File: config.mk
export PLATFORM = sky130hd
export DESIGN_NAME = i2s_tx
export DESIGN_NICKNAME = d
export VERILOG_FILES = /design/src/rtl/i2s_pkg.sv /design/src/rtl/i2s_bclk_gen.sv /design/src/rtl/i2s_tx.sv
export SDC_FILE = /design/constraint.sdc
export NUM_CORES = 1
export LEC_CHECK = 0
export BUFFER_PORTS_ARGS = -buffer_cell sky130_fd_sc_hd__buf_2
export CELL_PAD_IN_SITES_DETAIL_PLACEMENT = 0
export CELL_PAD_IN_SITES_GLOBAL_PLACEMENT = 1
export CORE_UTILIZATION = 47
export DETAILED_ROUTE_END_ITERATION = 8
export PLACE_DENSITY = 0.89
export SLEW_MARGIN = 10
export SYNTH_ARGS = -nofsm -noshare
export SYNTH_HDL_FRONTEND = slang
export SYNTH_SLANG_ARGS = --single-unit
File: constraint.sdc
create_clock -name i_master_clk -period 4.52 [get_ports i_master_clk]
set_input_delay 0.226 -clock i_master_clk [delete_from_list [all_inputs] [get_ports i_master_clk]]
set_output_delay 0.226 -clock i_master_clk [all_outputs]
set_load 0.01 [all_outputs]
File: src/rtl/i2s_pkg.sv
// Shared constants and the stereo sample type for the I2S transmitter.
package i2s_pkg;
  localparam int SLOTS_PER_FRAME = 32;
  localparam int SLOT_W          = 16;
  localparam int BCLK_HALF       = 8;

  typedef struct packed {
    logic [15:0] l;
    logic [15:0] r;
  } stereo_t;
endpackage

File: src/rtl/i2s_bclk_gen.sv
// Bit clock generator: a half-period counter restarted by every bit_clk_en pulse.
module i2s_bclk_gen
  import i2s_pkg::*;
(
  input  logic i_clk,
  input  logic i_rst,
  input  logic i_bit_clk_en,
  output logic o_bclk,
  output logic o_bclk_fall
);
  localparam int CNT_W = $clog2(BCLK_HALF);

  logic [CNT_W-1:0] r_cnt;
  logic             r_bclk;

  // Each pulse forces BCLK low; it then toggles every BCLK_HALF cycles.
  always_ff @(posedge i_clk) begin
    if (i_rst) begin
      r_cnt  <= '0;
      r_bclk <= 1'b0;
    end else if (i_bit_clk_en) begin
      r_cnt  <= '0;
      r_bclk <= 1'b0;
    end else begin
      r_cnt <= r_cnt + 1'b1;
      if (r_cnt == CNT_W'(BCLK_HALF - 1)) begin
        r_bclk <= ~r_bclk;
      end
    end
  end

  assign o_bclk      = r_bclk;
  assign o_bclk_fall = i_bit_clk_en;
endmodule

File: src/rtl/i2s_tx.sv
// Philips I2S transmitter: one-entry holding register, 32-slot frame shifter,
// one-BCLK data delay and enable alignment checking.
module i2s_tx
  import i2s_pkg::*;
#(
  parameter int SAMPLE_W = 16
) (
  input  logic                i_master_clk,
  input  logic                i_rst,
  input  logic                i_bit_clk_en,
  input  logic                i_sample_clk_en,
  input  logic [SAMPLE_W-1:0] i_sample_l,
  input  logic [SAMPLE_W-1:0] i_sample_r,
  input  logic                i_sample_valid,
  output logic                o_sample_ready,
  output logic                o_i2s_bclk,
  output logic                o_i2s_lrclk,
  output logic                o_i2s_sdata,
  output logic                o_underrun,
  output logic                o_sync_err
);
  localparam int SLOT_CNT_W = $clog2(SLOTS_PER_FRAME);

  stereo_t               r_hold;
  logic                  r_hold_full;
  logic                  r_ready;
  logic [31:0]           r_shift;
  logic [SLOT_CNT_W-1:0] r_slot;
  logic                  r_running;
  logic                  r_prev_lsb;
  logic                  r_sdata;
  logic                  r_lrclk;
  logic                  r_underrun;
  logic                  r_sync_err;

  logic                  w_xfer;
  logic                  w_slot_last;
  logic                  w_frame_start;
  logic                  w_sync_bad;
  logic                  w_hold_full_next;
  logic [SLOT_CNT_W-1:0] w_slot_next;
  stereo_t               w_pair;
  stereo_t               w_next_word;
  logic                  w_bclk_fall;

  i2s_bclk_gen u_bclk (
    .i_clk        (i_master_clk),
    .i_rst        (i_rst),
    .i_bit_clk_en (i_bit_clk_en),
    .o_bclk       (o_i2s_bclk),
    .o_bclk_fall  (w_bclk_fall)
  );

  assign w_pair.l = SLOT_W'(i_sample_l) << (SLOT_W - SAMPLE_W);
  assign w_pair.r = SLOT_W'(i_sample_r) << (SLOT_W - SAMPLE_W);

  assign w_xfer           = i_sample_valid & r_ready;
  assign w_slot_last      = (r_slot == SLOT_CNT_W'(SLOTS_PER_FRAME - 1));
  assign w_slot_next      = r_slot + 1'b1;
  assign w_frame_start    = w_bclk_fall & (i_sample_clk_en | (r_running & w_slot_last));
  assign w_sync_bad       = (i_sample_clk_en & ~i_bit_clk_en)
                          | (r_running & i_bit_clk_en & (i_sample_clk_en != w_slot_last));
  assign w_next_word      = r_hold_full ? r_hold : '0;
  // No bypass: a same-cycle transfer refills the register for the following frame.
  assign w_hold_full_next = w_xfer | (r_hold_full & ~w_frame_start);

  always_ff @(posedge i_master_clk) begin
    if (i_rst) begin
      r_hold      <= '0;
      r_hold_full <= 1'b0;
      r_ready     <= 1'b0;
      r_shift     <= '0;
      r_slot      <= '0;
      r_running   <= 1'b0;
      r_prev_lsb  <= 1'b0;
      r_sdata     <= 1'b0;
      r_lrclk     <= 1'b0;
      r_underrun  <= 1'b0;
      r_sync_err  <= 1'b0;
    end else begin
      r_hold_full <= w_hold_full_next;
      r_ready     <= ~w_hold_full_next;
      r_underrun  <= w_frame_start & ~r_hold_full;
      if (w_xfer) begin
        r_hold <= w_pair;
      end
      if (w_sync_bad) begin
        r_sync_err <= 1'b1;
      end
      // Slot 0 carries the previous word's LSB, giving the one-BCLK I2S delay.
      if (w_frame_start) begin
        r_slot     <= '0;
        r_running  <= 1'b1;
        r_shift    <= w_next_word;
        r_prev_lsb <= w_next_word.r[0];
        r_sdata    <= r_prev_lsb;
        r_lrclk    <= 1'b0;
      end else if (w_bclk_fall && r_running) begin
        r_slot  <= w_slot_next;
        r_sdata <= r_shift[31];
        r_shift <= {r_shift[30:0], 1'b0};
        r_lrclk <= w_slot_next[SLOT_CNT_W-1];
      end
    end
  end

  assign o_sample_ready = r_ready;
  assign o_i2s_lrclk    = r_lrclk;
  assign o_i2s_sdata    = r_sdata;
  assign o_underrun     = r_underrun;
  assign o_sync_err     = r_sync_err;
endmodule

==> impl_metrics.env, run 1 <==
export IMPL_status="finished clean"
export IMPL_yosysSeqAreaShare_pct=49.1
export IMPL_grt_pass1_wl_um=11300
export IMPL_r2r_end="o_i2s_sdata$_SDFFE_PP0P_"
export IMPL_seq_power_share_pct=51.9
export IMPL_finalHoldViolCount=0
export IMPL_coreArea_um2=6530
export IMPL_reg2reg_slack_ns=2.11
export IMPL_cts_repair_resized=0
export IMPL_power_total_w=0.00149
export IMPL_synth_adder_area_share_pct=1.53
export IMPL_synthMuxAreaShare_pct=0.307
export IMPL_max_vdd_ir_drop_mv=0.219
export IMPL_ys_warn_count=0
export IMPL_p_sw_w=0.000366
export IMPL_stdcell_count=462
export IMPL_drv_slew=0
export IMPL_grt_max_degree=43
export IMPL_yosys_most_used_dff="dfxtp_1"
export IMPL_crit_fanout=32
export IMPL_nNetsFinal=421
export IMPL_power_leakage_nw=1.48
export IMPL_clk_path_buf_depth=2
export IMPL_clk_latency_ns=0.35
export IMPL_drc=0
export IMPL_antenna_found_initial=0
export IMPL_vias_per_cell=5.45
export IMPL_power_frac_comb_pct=9.3
export IMPL_dieArea_um2=7270
export IMPL_n_antenna_cell=0
export IMPL_antenna_left=0
export IMPL_die_y_um=85.3
export IMPL_cts_tree="yes"
export IMPL_cp_arrival_ns=2.64
export IMPL_grtUsageTotal_pct=19.5
export IMPL_synth_area_um2=3260
export IMPL_synth_cells=356
export IMPL_p_int_w=0.00112
export IMPL_first_pass_iters=4
export IMPL_fin_tns_setup_ns=0
export IMPL_clkTransAtPathRegs_ns=0.08
export IMPL_ys_ff_latch=80
export IMPL_pwr_density_cell_nw_per_um2=408
export IMPL_numCtsBuffers=9
export IMPL_synth_fp_nets=397
export IMPL_via_count=2518
export IMPL_synth_compound_area_share_pct=27.6
export IMPL_synth_top_cell_by_area="dfxtp_1"
export IMPL_max_slew_margin_pct=22.8
export IMPL_cts_sinks=80
export IMPL_startpoint_type="register"
export IMPL_io_pins=43
export IMPL_place_hpwl_um=3800
export IMPL_final_period_utilization_pct=53.4
export IMPL_hold_buffers=0
export IMPL_post_cts_buffers=0
export IMPL_r2r_cells=6
export IMPL_synth_xor_area_share_pct=0.806
export IMPL_hp_start="i_sample_r[4]"
export IMPL_netlist_area_leader_share_pct=49.1
export IMPL_maxCapViolCount=0
export IMPL_post_route_util_pct=55.7
export IMPL_cts_root_buf="clkbuf_8"
export IMPL_async_reset_ff_share_pct=0
export IMPL_max_freq_mhz=415
export IMPL_wl_per_cell_um=13.9
export IMPL_gp_congestion=0.712
export IMPL_wl_um=6410
export IMPL_avgSynthCellArea_um2=9.16
export IMPL_mostFrequentLayoutCell="dfxtp_1"
export IMPL_dp_cells=446
export IMPL_hold_path_depth=3
export IMPL_timing_rr_start="r_slot[0]$_SDFFE_PP0P_"
export IMPL_worst_slew_pin_slew_ns=1.16
export IMPL_drive_gt1_share_pct=25.2
export IMPL_grt_overflow_total=0
export IMPL_setup_viol=0
export IMPL_dieWidth_um=85.3
export IMPL_critPathRequiredTime_ns=4.75
export IMPL_period_needed_ns=2.41
export IMPL_timing_worst_setup_path_type="register to register"
export IMPL_ys_top_cells_by_area="dfxtp_1 49%, a221oi_2 13%, nand2_1 7.9%"
export IMPL_whs_endpoint="r_hold[4]$_SDFFE_PP0P_"
export IMPL_synth_edff_count=0
export IMPL_ys_types=37
export IMPL_grt_pass1_vias=2494
export IMPL_rsz0062_at_grt="false"
export IMPL_finClkSkew_ns=0.00557
export IMPL_rows=29
export IMPL_start_util_pct=49.9
export IMPL_synth_top_family_by_area="compound AO/OA/AOI/OAI gates"
export IMPL_most_common_layout_cells="80 x dfxtp_1, 69 x nand2_1, 42 x buf_2"
export IMPL_end_kind="register"
export IMPL_synth_simple_gate_area_share_pct=15.0
export IMPL_cts_max_level=3
export IMPL_syn2layout_area_growth_pct=11.6
export IMPL_clkPwrFrac_pct=38.8
export IMPL_initialDrtViolationCount=96
export IMPL_numPortBuffers=42
export IMPL_holdCritPathClass="input pin to register"
export IMPL_p_sw_share_pct=24.6
stage by stage:
stage / hold slack, ns / setup WS (ns) / area [um2]
after floorplan: 0.362 / 2.80 / 3260
after global placement: 0.417 / 2.16 / 3420
after detailed placement: 0.424 / 2.11 / 3420
after CTS: 0.0954 / 2.11 / 3640
after global routing: 0.101 / 2.00 / 3640
final: 0.103 / 2.11 / 3640
cells in the mapped netlist, types with 2 or more instances:
master / count
dfxtp_1: 80
nand2_1: 69
a21oi_1: 40
nor2_1: 33
o21ai_0: 33
a221oi_2: 29
clkbuf_1: 14
buf_2: 7
nand3_1: 5
buf_6: 4
ha_1: 4
and3_1: 3
buf_4: 3
inv_1: 3
nor3_1: 3
inv_2: 2
o21ai_2: 2
o22ai_1: 2
xor2_1: 2
power groups by stage:
stage	Combinational (W)	Clock, W	Sequential (W)
2_1_floorplan	0.000110	0	0.000779
3_3_place_gp	0.000136	0	0.000785
3_5_place_dp	0.000140	0	0.000787
4_1_cts	0.000140	0.000589	0.000771
5_1_grt	0.000157	0.000624	0.000776
6_report	0.000139	0.000576	0.000770
cell type report:
| class | instances | area [um2] |
|---|---|---|
| clock inverter | 6 | 82.6 |
| inverter | 5 | 18.8 |
| timing repair buffer | 43 | 218 |
| tap | 77 | 96.3 |
| clock buffer | 10 | 138 |
| multi-input combinational | 241 | 1480 |
| sequential | 80 | 1600 |
| fill | 615 | 2890 |
worst max-delay path: stages, from the launching register on:
cell and delay [ns]:
dfxtp_1 0.34, ha_1 0.21, and3_1 0.18, ha_1 0.27, nor2_4 0.91, mux2i_1 0.27, a21oi_1 0.08
cell families (layout without fill, tap and decap cells):
family / count (synthesis) / in the layout
DFF: 80 / 80
AOI/OAI and AO/OA: 114 / 114
xor gates and xnor gates: 3 / 3
muxes: 1 / 1
adders and majority gates: 4 / 4
and+or+nand+nor: 119 / 119
buffers and inverters: 35 / 64
worst max-delay path by stage:
stage                           start                       end  slack, ns
5_1_grt        r_slot[0]$_SDFFE_PP0P_  r_shift[20]$_SDFFE_PP0P_       2.00
3_5_place_dp   r_slot[0]$_SDFFE_PP0P_  o_i2s_sdata$_SDFFE_PP0P_       2.11
2_1_floorplan  r_slot[0]$_SDFFE_PP0P_   r_shift[1]$_SDFFE_PP0P_       2.80
3_3_place_gp   r_slot[0]$_SDFFE_PP0P_  o_i2s_sdata$_SDFFE_PP0P_       2.16
6_report       r_slot[0]$_SDFFE_PP0P_  o_i2s_sdata$_SDFFE_PP0P_       2.11
4_1_cts        r_slot[0]$_SDFFE_PP0P_  o_i2s_sdata$_SDFFE_PP0P_       2.11
sequential cells by signal, summed over array words and instances, names as in the netlist:
signal and cells:
o_underrun 1, o_sample_ready 1, r_running 1, u_bclk.o_bclk 1
r_prev_lsb 1, r_hold 32, r_hold_full 1, o_i2s_sdata 1
r_slot 5, u_bclk.r_cnt 3, r_shift 32, o_sync_err 1
per-layer routing:
metal	track usage, %	wire, um
met1	23.0	2960
met2	34.1	3130
met3	3.99	184
met4	9.09	128
met5	0	0
(Power assumes the default switching activity.)
==> inputs of run 2 (changes only) <==
CORE_UTILIZATION = 39   (was 47)
PLACE_DENSITY = 0.8   (was 0.89)
clock period = 1.9 ns   (was 4.52 ns; I/O delays follow)
==> run 2 against run 1 <==
  * Sequential share of layout area decreased by 5.1 points
  * Non-clock buffer count rose by 44
  * Combinational power grew to 3.0 times the previous value
  * Register-to-register slack lost 2.0 ns
  * Count of clock-buffer cells in the layout grew 3
  * Total power is 140% higher
  * Global-route usage down 1.9 points
  * Worst hold slack worse by 0.054 ns
  * First-iteration DRC count up 9.4%
  * Final cell count grew 15%
  * Sequential power up 140%
  * Utilization fell by 3.5 points
  * Highest routed layer unchanged
==> impl_metrics.env, run 2 (same netlist as run 1, synthesis figures left out) <==
export IMPL_critPathTopFamily="compound AO/OA/AOI/OAI gates"
export IMPL_period_needed_ns=1.82
export IMPL_power_leakage_nw=1.68
export IMPL_max_freq_mhz=550
export IMPL_maxCapViolCount=0
export IMPL_setup_viol=0
export IMPL_timing_worst_setup_path_type="register to register"
export IMPL_numCtsBuffers=9
export IMPL_fin_ws_ns=0.0804
export IMPL_drive_gt1_share_pct=24.9
export IMPL_status="finished clean"
export IMPL_seq_power_share_pct=52.2
export IMPL_max_slew_margin_pct=64.0
export IMPL_initialDrtViolationCount=105
export IMPL_holdCritPathClass="input pin to register"
export IMPL_top_regs="r_hold: 32 flops, r_shift: 32 flops, r_slot: 5 flops"
export IMPL_clk_latency_ns=0.34
export IMPL_mostFrequentLayoutCell="dfxtp_1"
export IMPL_cts_tree="yes"
export IMPL_max_vdd_ir_drop_mv=0.361
export IMPL_vias_per_cell=5.09
export IMPL_grt_max_degree=42
export IMPL_wl_per_cell_um=13.3
export IMPL_fin_tns_setup_ns=0
export IMPL_numPortBuffers=42
export IMPL_rsz0062_at_grt="true"
export IMPL_die_y_um=93.4
export IMPL_first_pass_iters=4
export IMPL_startpoint_type="register"
export IMPL_place_hpwl_um=4330
export IMPL_finalHoldViolCount=0
export IMPL_wl_um=7070
export IMPL_cts_root_buf="clkbuf_8"
export IMPL_via_count=2702
export IMPL_drc=0
export IMPL_finClkSkew_ns=0.00797
export IMPL_clkTransAtPathRegs_ns=0.08
export IMPL_p_sw_w=0.000875
export IMPL_antenna_found_initial=0
export IMPL_cts_max_level=3
export IMPL_pwr_density_cell_nw_per_um2=855
export IMPL_n_antenna_cell=0
export IMPL_slowest_delay_ns=0.34
export IMPL_grtUsageTotal_pct=17.6
export IMPL_antenna_left=0
export IMPL_nNetsFinal=465
export IMPL_rows=32
export IMPL_gp_congestion=0.741
export IMPL_final_period_utilization_pct=95.8
export IMPL_grt_overflow_total=0
export IMPL_drv_slew=0
export IMPL_clkPwrFrac_pct=35.9
export IMPL_fin_area_um2=4120
export IMPL_placed_area_um2=3580
export IMPL_holdWs_ns=0.0489
export IMPL_dieArea_um2=8730
export IMPL_worst_slew_pin_slew_ns=0.539
export IMPL_cp_arrival_ns=2.08
export IMPL_pre_cts_slack_ns=0.0718
export IMPL_end_kind="register"
export IMPL_p_int_w=0.00264
export IMPL_io_pins=43
export IMPL_grt_pass1_vias=2646
export IMPL_p_sw_share_pct=24.9
export IMPL_grt_pass1_wl_um=12100
export IMPL_most_common_layout_cells="80 x dfxtp_1, 69 x nand2_1, 42 x buf_2"
export IMPL_dieWidth_um=93.4
export IMPL_path_cells="ha_1, and3_1, ha_1, buf_4, a21oi_1, o21ai_2, buf_4, o22ai_1"
export IMPL_cts_sinks=80
export IMPL_power_frac_comb_pct=11.9
export IMPL_syn2layout_area_growth_pct=26.2
export IMPL_crit_buf_inv=2
export IMPL_critPathRequiredTime_ns=2.17
export IMPL_crit_fanout=4
export IMPL_power_total_w=0.00352
export IMPL_cp_slowest_cell="dfxtp_1"
export IMPL_coreArea_um2=7890
export IMPL_clk_path_buf_depth=2
export IMPL_start_util_pct=41.3
==> run 2: cell types whose count changed in the layout (fill, tap and decap cells not counted), sizes merged <==
cell / delta
buf: +13
bufinv: -1
clkbuf: +3
clkinv: -1
clkinvlp: -1
dlygate4sd3: +31
==> run 2: cell type report <==
| cell class | instances | area, um2 |
|---|---|---|
| clock inverters | 3 | 40.0 |
| fillers | 737 | 3770 |
| well taps | 102 | 128 |
| inverters | 5 | 18.8 |
| repair buffers | 87 | 676 |
| multi-input cells | 241 | 1490 |
| clock buffers | 13 | 159 |
| flip-flops and latches | 80 | 1600 |
==> run 2: worst reg2reg max path, stage by stage (launching register included) <==
cell	delay (ns)
dfxtp_1	0.34
ha_1	0.21
and3_1	0.19
ha_1	0.23
buf_4	0.17
a21oi_1	0.22
o21ai_2	0.10
buf_4	0.17
o22ai_1	0.13
==> run 2: per-layer routing <==
| metal | up-vias | GRT usage, % | part of all wire (%) |
|---|---|---|---|
| li1 | 1385 | - | - |
| met1 | 1268 | 22.1 | 48 |
| met2 | 39 | 29.8 | 47 |
| met3 | 10 | 3.09 | 2.8 |
| met4 | 0 | 6.67 | 1.5 |
| met5 | - | 0 | 0 |
==> run 2: path summary, 6_finish.rpt <==
| kind | cells past startpoint | start | slack, ns | to |
|---|---|---|---|---|
| worst max register to register | 8 | r_slot[0]$_SDFFE_PP0P_ | 0.08 | r_hold_full$_SDFF_PP0_ |
| worst min register to register | 1 | u_bclk.r_cnt[0]$_SDFF_PP0_ | 0.43 | u_bclk.r_cnt[0]$_SDFF_PP0_ |
| worst max-delay path | 8 | r_slot[0]$_SDFFE_PP0P_ | 0.08 | r_hold_full$_SDFF_PP0_ |
| worst min-delay path | 3 | i_sample_l[5] | 0.05 | r_hold[21]$_SDFFE_PP0P_ |
==> run 2: per-stage QoR <==
step	cells	utilization (%)
floorplan	356	-
global placement	482	45.4
detailed placement	482	45.4
CTS	529	51.8
global route	531	52.2
finish	531	52.2
==> run 2: timing repair <==
action / CTS / global route
hold buffers: 31 / 0
gates resized for setup: 0 / 1
setup endpoints to repair: 0 / 13
buffers inserted: 0 / 2
hold endpoints to repair: 31 / 0
==> run 2: power groups by stage <==
stage	registers, W	clock network [W]	logic (W)
6_report	0.00183	0.00126	0.000419
5_1_grt	0.00185	0.00138	0.000470
2_1_floorplan	0.00185	0	0.000262
4_1_cts	0.00183	0.00128	0.000416
3_5_place_dp	0.00187	0	0.000366
3_3_place_gp	0.00187	0	0.000356
